[config.mk]
export PLATFORM = sky130hd
export DESIGN_NAME = fir_output_sink
export DESIGN_NICKNAME = d
export VERILOG_FILES = /design/src/rtl/fir_pkg.sv /design/src/rtl/fir_round_sat.sv /design/src/rtl/fir_output_sink.sv
export SDC_FILE = /design/constraint.sdc
export NUM_CORES = 1
export LEC_CHECK = 0
export CORE_MARGIN = 1
export CORE_UTILIZATION = 45
export DETAILED_ROUTE_END_ITERATION = 6
export PLACE_DENSITY = 0.71
export SYNTH_ARGS = -nofsm -noshare
export SYNTH_HDL_FRONTEND = slang
export SYNTH_SLANG_ARGS = --single-unit
[constraint.sdc]
create_clock -name clk -period 6.69 [get_ports clk]
set_input_delay 2.007 -clock clk [delete_from_list [all_inputs] [get_ports clk]]
set_output_delay 2.007 -clock clk [all_outputs]
set_load 0.01 [all_outputs]
[src/rtl/fir_pkg.sv]
// Shared defaults for the FIR output sink: widths, rounding shift,
// FIFO depth and the round-half-up constant.
package fir_pkg;

  localparam int FIR_IN_W  = 38;
  localparam int FIR_OUT_W = 16;
  localparam int FIR_SHIFT = 15;
  localparam int FIR_DEPTH = 8;

  // Half an output LSB, i.e. 2^(sh-1).
  function automatic longint unsigned fir_rnd(input int sh);
    return 64'd1 << (sh - 1);
  endfunction

  localparam longint unsigned FIR_RND = fir_rnd(FIR_SHIFT);

endpackage

[src/rtl/fir_round_sat.sv]
// Round-half-up then saturate a wide FIR result to the output width.
// Purely combinational; sat flags a clipped sample.
module fir_round_sat
  import fir_pkg::*;
#(
  parameter int InputWidth  = FIR_IN_W,
  parameter int OutputWidth = FIR_OUT_W,
  parameter int Shift       = FIR_SHIFT
) (
  input  logic [InputWidth-1:0]  din,
  output logic [OutputWidth-1:0] dout,
  output logic                   sat
);

  localparam int SW = InputWidth + 1;
  localparam logic [SW-1:0] RND = SW'(fir_rnd(Shift));

  logic signed [SW-1:0] sum;
  logic signed [SW-1:0] rounded;
  logic                 fits;
  logic                 neg;

  // Extra headroom bit keeps the rounding add from wrapping.
  always_comb begin
    sum     = $signed({din[InputWidth-1], din}) + $signed(RND);
    rounded = sum >>> Shift;
    neg     = rounded[SW-1];
    fits    = (rounded[SW-1:OutputWidth-1] == '0) ||
              (rounded[SW-1:OutputWidth-1] == '1);
    sat     = !fits;
    if (fits)
      dout = rounded[OutputWidth-1:0];
    else if (neg)
      dout = {1'b1, {(OutputWidth-1){1'b0}}};
    else
      dout = {1'b0, {(OutputWidth-1){1'b1}}};
  end

endmodule

[src/rtl/fir_output_sink.sv]
// Rounds FIR results into a small FIFO feeding a valid/ready sink,
// with sticky overflow/saturation flags and a saturating drop counter.
module fir_output_sink
  import fir_pkg::*;
#(
  parameter int InputWidth  = FIR_IN_W,
  parameter int OutputWidth = FIR_OUT_W,
  parameter int Shift       = FIR_SHIFT,
  parameter int Depth       = FIR_DEPTH
) (
  input  logic                     clk,
  input  logic                     rst,
  input  logic                     firValid,
  input  logic [InputWidth-1:0]    firData,
  input  logic                     outReady,
  input  logic                     clrOverflow,
  output logic                     outValid,
  output logic [OutputWidth-1:0]   dout,
  output logic [$clog2(Depth):0]   level,
  output logic                     overflow,
  output logic [7:0]               dropCount,
  output logic                     satFlag
);

  localparam int AW = $clog2(Depth);
  localparam int LW = AW + 1;

  logic [OutputWidth-1:0] mem_q [Depth];
  logic [AW-1:0] wr_ptr_q, wr_ptr_d;
  logic [AW-1:0] rd_ptr_q, rd_ptr_d;
  logic [LW-1:0] level_q, level_d;
  logic          overflow_q, overflow_d;
  logic [7:0]    drop_q, drop_d;
  logic          sat_q, sat_d;

  logic [OutputWidth-1:0] sample;
  logic                   sample_sat;
  logic empty, full, push, pop, drop;

  fir_round_sat #(
    .InputWidth (InputWidth),
    .OutputWidth(OutputWidth),
    .Shift      (Shift)
  ) u_round_sat (
    .din (firData),
    .dout(sample),
    .sat (sample_sat)
  );

  // Handshake decode, pointer/level update and flag next-state.
  always_comb begin
    empty      = (level_q == '0);
    full       = (level_q == LW'(Depth));
    pop        = !empty && outReady;
    push       = firValid && (!full || pop);
    drop       = firValid && full && !pop;
    wr_ptr_d   = wr_ptr_q + AW'(push);
    rd_ptr_d   = rd_ptr_q + AW'(pop);
    level_d    = level_q;
    if (push && !pop)
      level_d = level_q + LW'(1);
    else if (pop && !push)
      level_d = level_q - LW'(1);
    overflow_d = drop || (overflow_q && !clrOverflow);
    drop_d     = drop_q;
    if (drop) begin
      if (clrOverflow)
        drop_d = 8'd1;
      else if (drop_q != 8'hff)
        drop_d = drop_q + 8'd1;
    end else if (clrOverflow) begin
      drop_d = 8'd0;
    end
    sat_d      = (push && sample_sat) || (sat_q && !clrOverflow);
  end

  // Control state; contents discarded on reset.
  always_ff @(posedge clk or negedge rst) begin
    if (!rst) begin
      wr_ptr_q   <= '0;
      rd_ptr_q   <= '0;
      level_q    <= '0;
      overflow_q <= 1'b0;
      drop_q     <= 8'd0;
      sat_q      <= 1'b0;
    end else begin
      wr_ptr_q   <= wr_ptr_d;
      rd_ptr_q   <= rd_ptr_d;
      level_q    <= level_d;
      overflow_q <= overflow_d;
      drop_q     <= drop_d;
      sat_q      <= sat_d;
    end
  end

  // Sample storage, left unreset.
  always_ff @(posedge clk) begin
    if (push)
      mem_q[wr_ptr_q] <= sample;
  end

  // Outputs come from registered state only.
  always_comb begin
    outValid  = !empty;
    dout      = empty ? '0 : mem_q[rd_ptr_q];
    level     = level_q;
    overflow  = overflow_q;
    dropCount = drop_q;
    satFlag   = sat_q;
  end

endmodule

After elaboration in Yosys (flattened, before gate mapping). Memory sizes are Yosys's and may differ from the RTL's. Cells that the tools add are included.

Register bits after elaboration: 20. Input port bits: 43. Memories kept: 1. Bits in writable memories: 128. Logic and storage cells: 52.

Memories: mem_q (words 8, width 16, read ports 1, clocked after Yosys merged registers in 0, wr ports 1, RTL line fir_output_sink.sv:28) `logic [OutputWidth-1:0] mem_q [Depth];`.

Equal/unequal tests: 3. Reduce and logical (&&, ||, !) cells: 25. Multiplexer cells: 11. Add/subtract/negate cells: 6.

Operators by type and width (number): 16-bit two-way mux (3); 38-bit by 16-bit adder with 39-bit output, second input constant (1); 8-bit two-way mux (4); 24-bit == test, second input constant (1); 24-bit logical NOT (1); 1-bit logical AND (9); 8-bit by 1-bit adder with 8-bit output, second input constant (1); 4-bit two-way mux (2); 8-bit inequality test, second input constant (1); 3-bit by 1-bit adder with 3-bit output (2); 1-bit logical NOT (6); 2-bit nonzero test (3); 4-bit by 1-bit adder with 4-bit output, second input constant (1); 4-bit == test, second input constant (1); 4-bit logical NOT (1); 1-bit logical OR (4); 4-bit by 1-bit subtractor with 4-bit output, second input constant (1); 1-bit two-way mux (2); 2-bit AND reduction (1).

Depth between registers and ports, before layout. Gate-level depths: netlist of the first run.

Depth after elaboration: 9. Mapped depth: 12. Gate-level depth less buffers: 12.

Cells and area by module. Synthesis of the first run repeated with hierarchy kept, for this count alone.

Cells, all modules: 432. Area total of the unflattened synthesis: 6717.7 sq um.

Modules (own cells, without submodules): fir_output_sink (area an instance 5938.2 sq um, sequential area each 4344.2 sq um, instances 1, cells an instance 316); fir_round_sat (area an instance 779.5 sq um, sequential area each 0.0 sq um, instances 1, cells an instance 116).

Worst setup path before layout of the first run. No wires, ideal clock.

Path type: input-to-reg. Start: in firData[21]. End: mem mem_q[0][10] (netlist bit), data pin. Cell stages on the path: 7. Buffers on the path: 1. Data required time: 6.426 ns. Library setup time: 0.264 ns. Slack: 2.346 ns. Data arrival time: 4.080 ns. Cells stage by stage: nand4_1 or4_4 or3_4 a22oi_2 a31oi_2 buf_6 nor3_1.

Word-level cells in the longest chain between the ends: 4. Elaborated cells between the ends (all ways): 6. Those cells by class: 1 x add/sub; 1 x eq/ne; 2 x mux; 2 x reduce/logical.

RTL lines: start: declaration (RTL line fir_output_sink.sv:14) `input logic [InputWidth-1:0] firData,`; 38-bit by 16-bit adder with 39-bit output * (RTL line fir_round_sat.sv:25) `sum = $signed({din[InputWidth-1], din}) + $signed(RND);`; 24-bit == test / 24-bit logical NOT (equally long branches) (RTL line fir_round_sat.sv:29, fir_round_sat.sv:28); 1-bit logical OR (RTL line fir_round_sat.sv:28) `fits = (rounded[SW-1:OutputWidth-1] == '0) ||`; 16-bit two-way mux * (RTL line fir_round_sat.sv:31) `if (fits)`; named net sample[10] (RTL line fir_output_sink.sv:36) `logic [OutputWidth-1:0] sample;`; end: declaration (RTL line fir_output_sink.sv:28).

Mark *: on every way through the listed nets, which the timed path passes. The rest lies on a longest branch.

Worst setup path after layout of the first run.
Start: in firData[15]. End: mem mem_q[1][11] (netlist bit), data pin.

Same word-level chain as after synthesis.

==> summary.txt, run 1 <==
Outcome
  – Outcome: complete, no violations

Floorplanning
  – Die W: 123 um
  – # IOs: 74
  – Row count: between 40 and 50
  – Die H: approximately 120 um
  – Die area: approximately 0.015 mm^2
  – CORE AREA: roughly 0.014 mm^2
  – Initial Utilization: 0.468

Logic synthesis
  – Post-Syn Instances: 424
  – Fraction of registers with async set/reset: 0.135
  – Largest family of logic cells by synthesized area: multiplexers
  – Syn_area_per_cell: between 15 and 20 um^2
  – Sequential share of the synthesized area: 0.655
  – Ys Warns: 0
  – Distinct cells, synth: 46
  – EDFF count, synth: 128
  – Primary FF master, synth: edfxtp_1
  – Synth Register Bits: ~150
  – Post-synthesis xor/xnor area fraction: 0.0370
  – Area share of fa/ha/maj cells after synthesis: 0.0200
  – Mapped Area: 0.00663 mm^2
  – Post-synthesis simple-gate area fraction: 0.106
  – Syn_nets: 477
  – Mux share of post-synthesis cell area: 0.138
  – Synth Area in Compound Gates: 0.0270

Layout
  – Layout area overhead: 21.5%
  – Seq. cell area: about 0.0043 mm^2
  – Final nets: 542
  – Fillers: roughly 1100
  – Multi-input logic area: 0.00223 mm^2
  – Commonest non-fill, non-tap cells in the layout: edfxtp_1, clkdlybuf4s50_1, nor2_1
  – Diode count: 0
  – Commonest non-fill, non-tap cell in the layout: edfxtp_1
  – Share of cells above drive strength 1: 0.173
  – Finished Cell Area: 0.00805 mm^2

Clock network
  – Clock slew at reported path FFs: roughly 0.06 ns
  – Clock Sinks: around 150
  – Hold Buf Count CTS: 0
  – TritonCTS clock tree: done
  – Cts bufs inserted: 17
  – Setup Buffers After CTS: 0
  – Clock Root Buffer: clkbuf_16
  – Htree depth: 4
  – Worst-case clock buffer depth: 2
  – Worst skew pair latency: between 0.4 and 0.5 ns
  – Cts repair resizes: 0

Critical path
  – Buf/Inv on CP: 1
  – Setup slack, reg-to-reg: 3.81 ns
  – Worst EP required: approximately 6.8 ns
  – CP Max Fanout: 12
  – Critical Path End Type: flop
  – Cell Chain, Critical Path: clkdlybuf4s50_1, ha_1, nand3_1, nor4_1, a311oi_1, o211ai_1, nor4_1, nor3_1
  – Top cell by count, worst path: nor4_1
  – CP Data Arrival Time: around 5.5 ns
  – WS Path Type: in -> reg
  – CP top delay family: simple AND/OR/NAND/NOR gates
  – Crit-path max cell delay: 0.83 ns
  – Slowest cell on the critical path: nor3_1
  – CP startpoint kind: input port

Placement
  – Post-DP Area: approximately 0.0075 mm^2
  – Gpl congestion: about 0.86
  – Port bufs: 59
  – Placed wire-length estimate: 8.42 mm

Drt
  – Drt drc: 0
  – WL per Instance: ~19 um
  – Vias/cell: between 5 and 6
  – DRT iter0 DRCs: 318
  – WL final: 13.0 mm
  – Drt pass-1 iters: 4
  – Via count: approximately 3800
  – Post-DRT Antenna Nets: 0

GRT
  – Vias in the first global route: around 3900
  – Tot GR Track Use: 0.188
  – Gr ovfl total: 0
  – Largest net degree at the start of global routing: 34
  – Initial antenna violation count: 0
  – First-pass GRT wire length: about 21 mm

Power and ir drop
  – Leak: between 2 and 3 nW
  – Design Power: between 3 and 4 mW
  – Maximum VDD drop: about 0.00018 V
  – Pwr Density: 398 mW/mm^2

Timing
  – Min Clock Period, post-route: 5.38 ns
  – Worst slew margin: 0.267
  – Fin. max-slew vios: 0
  – Clock skew: approximately 0.0066 ns
  – Least-Margin Pin Slew: ~1.1 ns
  – Setup violators final: 0
  – Setup TNS Final: 0 ns
  – Final hold viol count: 0
  – Final clock period utilization by the worst path: 0.804
  – Max Freq: about 0.19 GHz
  – Unrepaired setup endpoints after global routing: false

Flow run
  – Max-cap violation count: 0

Worst hold path
  – Hold/Removal Path Class: reg -> reg
registers in the layout, summed over array words and instances, names as in the netlist:
| register | flops |
|---|---|
| dropCount | 8 |
| wr_ptr_q | 3 |
| mem_q | 128 |
| level | 4 |
| rd_ptr_q | 3 |
| satFlag | 1 |
| overflow | 1 |
path summary, 6_finish.rpt:
check                             from           end  cells after the start
setup reg to reg              level[0]      level[3]                     12
hold reg to reg               overflow      overflow                      2
setup / recovery           firData[15]  mem_q[1][11]                      8
hold / removal                overflow      overflow                      2
max in group asynchronous          rst   rd_ptr_q[0]                      1
min in group asynchronous          rst  dropCount[1]                      1
worst min-delay path, delay by kind of cell, from the launching register on:
kind / cells / cell delay [ns]
DFF: 1 / 0.38
AOI/OAI and AO/OA: 1 / 0.06
buffers and inverters: 1 / 0.05
cells in the mapped netlist (2+ instances only):
cell type,instances,area share
and3_1,9,0.0085
nand2_1,15,0.0085
nor2_1,43,0.024
o21ai_1,5,0.0038
or4_4,2,0.0034
nand2b_1,4,0.0038
o31ai_1,2,0.0023
inv_1,10,0.0057
edfxtp_1,128,0.58
nand4_1,8,0.0076
nor4_1,16,0.015
dfrtp_1,20,0.076
mux2i_1,18,0.027
buf_2,2,0.0015
a311oi_1,2,0.0026
xnor2_1,12,0.016
nand3_1,9,0.0068
clkbuf_1,11,0.0062
or3_1,2,0.0019
buf_1,4,0.0023
nor4b_1,2,0.0026
xor2_1,16,0.021
o21ai_0,6,0.0045
mux4_2,32,0.11
nor3_1,17,0.013
ha_1,9,0.017
final cells by class:
class	instances	share of cell area
clock buffer	17	0.0528
clock inverter	15	0.0193
inverter	10	0.00466
multi-input combinational	248	0.278
sequential	148	0.540
tap	180	0.0280
timing repair buffer	64	0.0780
stage by stage:
step	setup WS (ns)	hold slack, ns	std cells	util
floorplan	2.35	0.477	424	-
global placement	1.17	0.511	650	0.528
detailed placement	1.01	0.516	650	0.528
CTS	1.43	0.525	682	0.569
global route	1.08	0.548	682	0.569
finish	1.31	0.524	682	0.569
layer usage:
metal	track usage	share of wire	wire, um	vias to the layer above
met3	0.0369	0.051	657	9
met4	0.0655	0.011	143	0
li1	-	-	-	1799
met1	0.236	0.41	5260	1921
met2	0.326	0.53	6900	106
met5	0	0	0	-
power breakdown:
group / switching, mW / leakage [nW] / internal, mW
clock network: 0.365 / 0.277 / 0.551
logic: 0.395 / 1.06 / 0.531
registers: 0.193 / 1.42 / 1.17
kinds of logic (layout without fill, tap and decap cells):
family          count (synthesis)  after routing
fa+ha+maj                      10             10
xor+xnor                       28             28
buf+inv                        28            106
compound gates                 25             25
flops                         148            148
mux                            51             51
simple gates                  134            134
Power figures use the tool's default switching activity.
==> inputs of run 2 (changes only) <==
clock period = 5.2 ns   (was 6.69 ns; I/O delays follow)
==> run 2 against run 1 <==
Sequential power increased by 24%. Largest cell class unchanged. Combinational power up 38%. Via count grew 2.5%. Clock skew increased by 0.0029 ns. Non-clock buffer count grew 10. Register-to-register slack got worse by 1.4 ns. Setup slack got worse by 0.79 ns. Clock power rose by 31%. Die area unchanged. Core utilization grew 0.45 points. Critical path depth down 1. Final cell count is 1.5% higher.
==> summary.txt, run 2 (same netlist as run 1, synthesis figures left out) <==
Placement
  – Placed cell count: 660
  – Setup Slack @ Placement: 0.148 ns
  – Gpl congestion: 0.902
  – Port bufs: 59
  – Placed wire-length estimate: 8.53 mm

Critical path
  – CP Data Arrival Time: 4.76 ns
  – Setup slack, reg-to-reg: around 2.4 ns
  – WS Path Type: in -> reg
  – Worst EP required: about 5.3 ns
  – Worst Setup SP: firData[22]
  – CP Max Fanout: 15
  – CP startpoint kind: input port
  – Critical Path End Type: flop
  – Launch point of the worst reg-to-reg path: level[0]

Layout
  – Commonest non-fill, non-tap cell in the layout: edfxtp_1
  – Share of cells above drive strength 1: 0.184
  – Commonest non-fill, non-tap cells in the layout: edfxtp_1, clkdlybuf4s50_1, nor2_1
  – Final Non-Filler Cells: a little under 700
  – Layout area overhead: 22.4%
  – Final nets: ~550
  – Diode count: 0
  – Fillers: between 1000 and 1500
  – Multi-input logic area: between 0.002 and 0.0025 mm^2
  – Seq. cell area: approximately 0.0043 mm^2
  – Max reg flops: between 100 and 150
  – Top reg by flops: mem_q

Clock network
  – Worst-case clock buffer depth: 2
  – TritonCTS clock tree: done
  – Clock slew at reported path FFs: roughly 0.06 ns
  – Setup Buffers After CTS: 0
  – Clock Root Buffer: clkbuf_16
  – Cts bufs inserted: 17
  – Htree depth: 4
  – Hold Buf Count CTS: 0
  – Clock Sinks: ~150
  – Worst skew pair latency: between 0.4 and 0.5 ns
  – Cts repair resizes: 0

Floorplanning
  – Die W: between 100 and 150 um
  – CORE AREA: approximately 0.014 mm^2
  – Row count: 43
  – # IOs: 74
  – Initial Utilization: 0.468
  – Die area: between 0.015 and 0.02 mm^2
  – Die H: 123 um

Timing
  – Setup TNS Final: 0 ns
  – Hold WS: around 0.53 ns
  – Clock skew: ~0.0095 ns
  – Setup violators final: 0
  – Min setup slack post-route: slightly above 0.5 ns
  – Least-Margin Pin Slew: around 1.1 ns
  – Fin. max-slew vios: 0
  – Max Freq: roughly 0.21 GHz
  – Final clock period utilization by the worst path: 0.900
  – Final hold viol count: 0
  – Unrepaired setup endpoints after global routing: false
  – Min Clock Period, post-route: 4.68 ns
  – Worst slew margin: 0.268

Power and ir drop
  – Maximum VDD drop: 0.000262 V
  – Leak: around 2.8 nW
  – Pwr Density: between 500 and 600 mW/mm^2

Drt
  – Drt pass-1 iters: 4
  – Post-DRT Antenna Nets: 0
  – Vias/cell: 5.68
  – WL final: around 13 mm
  – Via count: 3930
  – DRT iter0 DRCs: approximately 300
  – Drt drc: 0
  – WL per Instance: between 15 and 20 um

GRT
  – Vias in the first global route: between 4000 and 5000
  – Initial antenna violation count: 0
  – Tot GR Track Use: 0.190
  – First-pass GRT wire length: approximately 21 mm
  – Largest net degree at the start of global routing: 23
  – Gr ovfl total: 0

Outcome
  – Outcome: complete, no violations

Flow run
  – Max-cap violation count: 0

Worst hold path
  – Hold/Removal Path Class: reg -> reg
  – Min-delay src: overflow
[run 2: final cells by class]
type                       instances  area share
multi-input combinational        248       0.272
timing repair buffer              74      0.0882
clock inverter                    15      0.0196
inverter                          10     0.00462
clock buffer                      17      0.0524
tap                              180      0.0277
sequential                       148       0.535
[run 2: worst paths after layout]
check / end / cells past startpoint
max reg2reg: level[3] / 12
max in group asynchronous: rd_ptr_q[0] / 1
max: mem_q[4][12] / 7
min in group asynchronous: wr_ptr_q[1] / 1
min: overflow / 2
min reg2reg: overflow / 2
[run 2: per-stage QoR]
| stage | total power [mW] | instance area (um^2) | utilization |
|---|---|---|---|
| final | 4.15 | 8120 | 0.574 |
| after global routing | 4.35 | 8120 | 0.574 |
| after CTS | 4.19 | 8120 | 0.574 |
| after detailed placement | 3.00 | 7530 | 0.532 |
| after global placement | 2.96 | 7530 | 0.532 |
| after floorplan | 2.42 | 6630 | - |
[run 2: power breakdown]
| part | switching (mW) | total [mW] | internal, mW |
|---|---|---|---|
| sequential | 0.177 | 1.68 | 1.50 |
| clock | 0.516 | 1.20 | 0.679 |
| combinational | 0.571 | 1.28 | 0.706 |
| total | 1.26 | 4.15 | 2.89 |
[run 2: worst max-delay path, cell delays in order]
cell	delay, ns
clkdlybuf4s50_1	0.55
nand4_1	0.24
or4_4	0.60
or3_4	0.39
a22oi_2	0.22
a31oi_2	0.30
nor3_1	0.89
[run 2: routing by layer]
layer	GRT usage	wire length, um	up-vias
li1	-	-	1812
met1	0.229	5340	1960
met2	0.326	6840	139
met3	0.0484	850	19
met4	0.0745	192	0
met5	0	0	-
==> inputs of run 3 (changes only) <==
PLACE_DENSITY = 0.66   (was 0.71)
SLEW_MARGIN = 20   (was default)
clock period = 5.59 ns   (was 5.2 ns; I/O delays follow)
==> run 3 against run 2 <==
First-iteration DRC count fell by 0.66%. Largest cell class unchanged. Core utilization rose by 0.34 points. Highest routed layer unchanged. Wire length rose by 1.7%. Via count rose by 1.5%. Final cell count rose by 1.0%. Cell area rose by 0.59%. Sequential power fell by 5%. Global-route usage rose by 0.070 points. Count of clock-buffer cells in the layout did not move.
==> summary.txt, run 3 (same netlist as run 1, synthesis figures left out) <==
GRT
  – Tot GR Track Use: 0.191
  – Gr ovfl total: 0
  – Largest net degree at the start of global routing: 34
  – Vias in the first global route: approximately 4000
  – Initial antenna violation count: 0
  – First-pass GRT wire length: between 20 and 25 mm

Timing
  – Worst slew margin: 0.271
  – Min Clock Period, post-route: between 4 and 5 ns
  – Fin. max-slew vios: 0
  – Min setup slack post-route: ~1.1 ns
  – Final hold viol count: 0
  – Least-Margin Pin Slew: about 1.1 ns
  – Unrepaired setup endpoints after global routing: false
  – Setup TNS Final: 0 ns
  – Max Freq: approximately 0.22 GHz
  – Clock skew: between 0.006 and 0.007 ns
  – Setup violators final: 0
  – Final clock period utilization by the worst path: 0.805
  – Hold WS: between 0.5 and 0.6 ns

Drt
  – Drt pass-1 iters: 5
  – Drt drc: 0
  – Post-DRT Antenna Nets: 0
  – WL final: between 10 and 15 mm
  – WL per Instance: roughly 19 um
  – Vias/cell: 5.71
  – DRT iter0 DRCs: 302
  – Via count: approximately 4000

Power and ir drop
  – Share of power burned in registers: 0.411
  – Maximum VDD drop: 0.000288 V
  – Leak: ~2.8 nW
  – Internal Pwr Total: approximately 2.6 mW
  – Switching Share: 0.313
  – Comb power frac: 0.304
  – Pwr Density: about 470 mW/mm^2
  – Clock Power Share: 0.285
  – Sw power: 1.21 mW

Placement
  – Gpl congestion: about 0.86
  – Placed wire-length estimate: 8.49 mm
  – Setup Slack @ Placement: 0.691 ns
  – Port bufs: slightly below 60

Worst hold path
  – Hold/Removal Path Class: reg -> reg

Layout
  – Layout area overhead: 23.2%
  – Share of cells above drive strength 1: 0.198
  – Final core utilization: 0.577
  – Diode count: 0
  – Max reg flops: ~130
  – Top reg by flops: mem_q
  – Commonest non-fill, non-tap cell in the layout: edfxtp_1
  – Final nets: ~560
  – Commonest non-fill, non-tap cells in the layout: edfxtp_1, clkdlybuf4s50_1, nor2_1

Floorplanning
  – CORE AREA: between 0.01 and 0.015 mm^2
  – Row count: 43
  – Die area: 0.0152 mm^2
  – # IOs: between 70 and 80
  – Die H: around 120 um
  – Die W: roughly 120 um
  – Initial Utilization: 0.468

Clock network
  – Setup Buffers After CTS: 0
  – Clock slew at reported path FFs: 0.07 ns
  – Cts bufs inserted: 17
  – Clock Sinks: between 100 and 150
  – Worst-case clock buffer depth: 2
  – TritonCTS clock tree: done
  – Worst skew pair latency: between 0.4 and 0.5 ns
  – Cts repair resizes: 0
  – Hold Buf Count CTS: 0
  – Clock Root Buffer: clkbuf_16
  – Htree depth: 4

Critical path
  – WS Path Type: in -> reg
  – Slowest cell on the critical path: or4_4
  – Cell Chain, Critical Path: clkdlybuf4s50_1, nand4_1, or4_4, o21ai_0, nand4_1, o31ai_1, o21ai_1
  – Critical Path End Type: flop
  – Crit-path max cell delay: around 0.61 ns
  – CP Max Fanout: 8
  – Top cell by count, worst path: nand4_1
  – CP Data Arrival Time: 4.55 ns
  – CP startpoint kind: input port
  – Worst EP required: approximately 5.6 ns

Flow run
  – Max-cap violation count: 0

Outcome
  – Outcome: complete, no violations
run 3: cell count changes in the layout (fill, tap and decap cells not counted), sizes merged:
cell      change
buf           +7
inv           +2
bufinv        -1
clkinvlp      -1
run 3: power groups by stage:
stage	logic (mW)	clock network (mW)	registers, mW
floorplan	0.762	0	1.49
global placement	1.16	0	1.60
detailed placement	1.19	0	1.61
CTS	1.20	1.11	1.59
global route	1.27	1.16	1.61
finish	1.17	1.10	1.59
run 3: area by class of cell:
| type | instances | area [um^2] |
|---|---|---|
| inverters | 10 | 37.5 |
| fillers | 1099 | 5990 |
| multi-input cells | 248 | 2220 |
| well taps | 180 | 225 |
| repair buffers | 81 | 756 |
| flip-flops and latches | 148 | 4350 |
| clock buffers | 17 | 425 |
| clock inverters | 15 | 153 |
run 3: worst paths after layout:
check / from / endpoint / slack (ns) / cells past startpoint
worst max-delay path: firData[21] / mem_q[5][0] / 1.09 / 7
worst min-delay path: overflow / overflow / 0.53 / 2
worst max register to register: level[0] / level[3] / 2.71 / 12
worst min register to register: overflow / overflow / 0.53 / 2
max in group asynchronous: rst / rd_ptr_q[0] / 3.21 / 1
min in group asynchronous: rst / dropCount[0] / 1.76 / 1
run 3: critical path: cells and delay by family:
kind,cells,cell delay [ns]
and+or+nand+nor,3,1.03
AOI/OAI and AO/OA,3,1.30
buffers and inverters,1,0.55
run 3: stage by stage:
step	area (um^2)	instances	power (mW)
after CTS	8160	699	3.90
after floorplan	6630	424	2.25
after global routing	8160	699	4.04
final	8160	699	3.86
after detailed placement	7590	667	2.80
after global placement	7590	667	2.76
run 3: routing by layer:
layer  GRT usage  up-vias  part of all wire
li1            -     1841                 -
met2       0.316      133              0.50
met3      0.0420       16             0.051
met1       0.243     1999              0.43
met4      0.0776        0             0.016
met5           0        -                 0
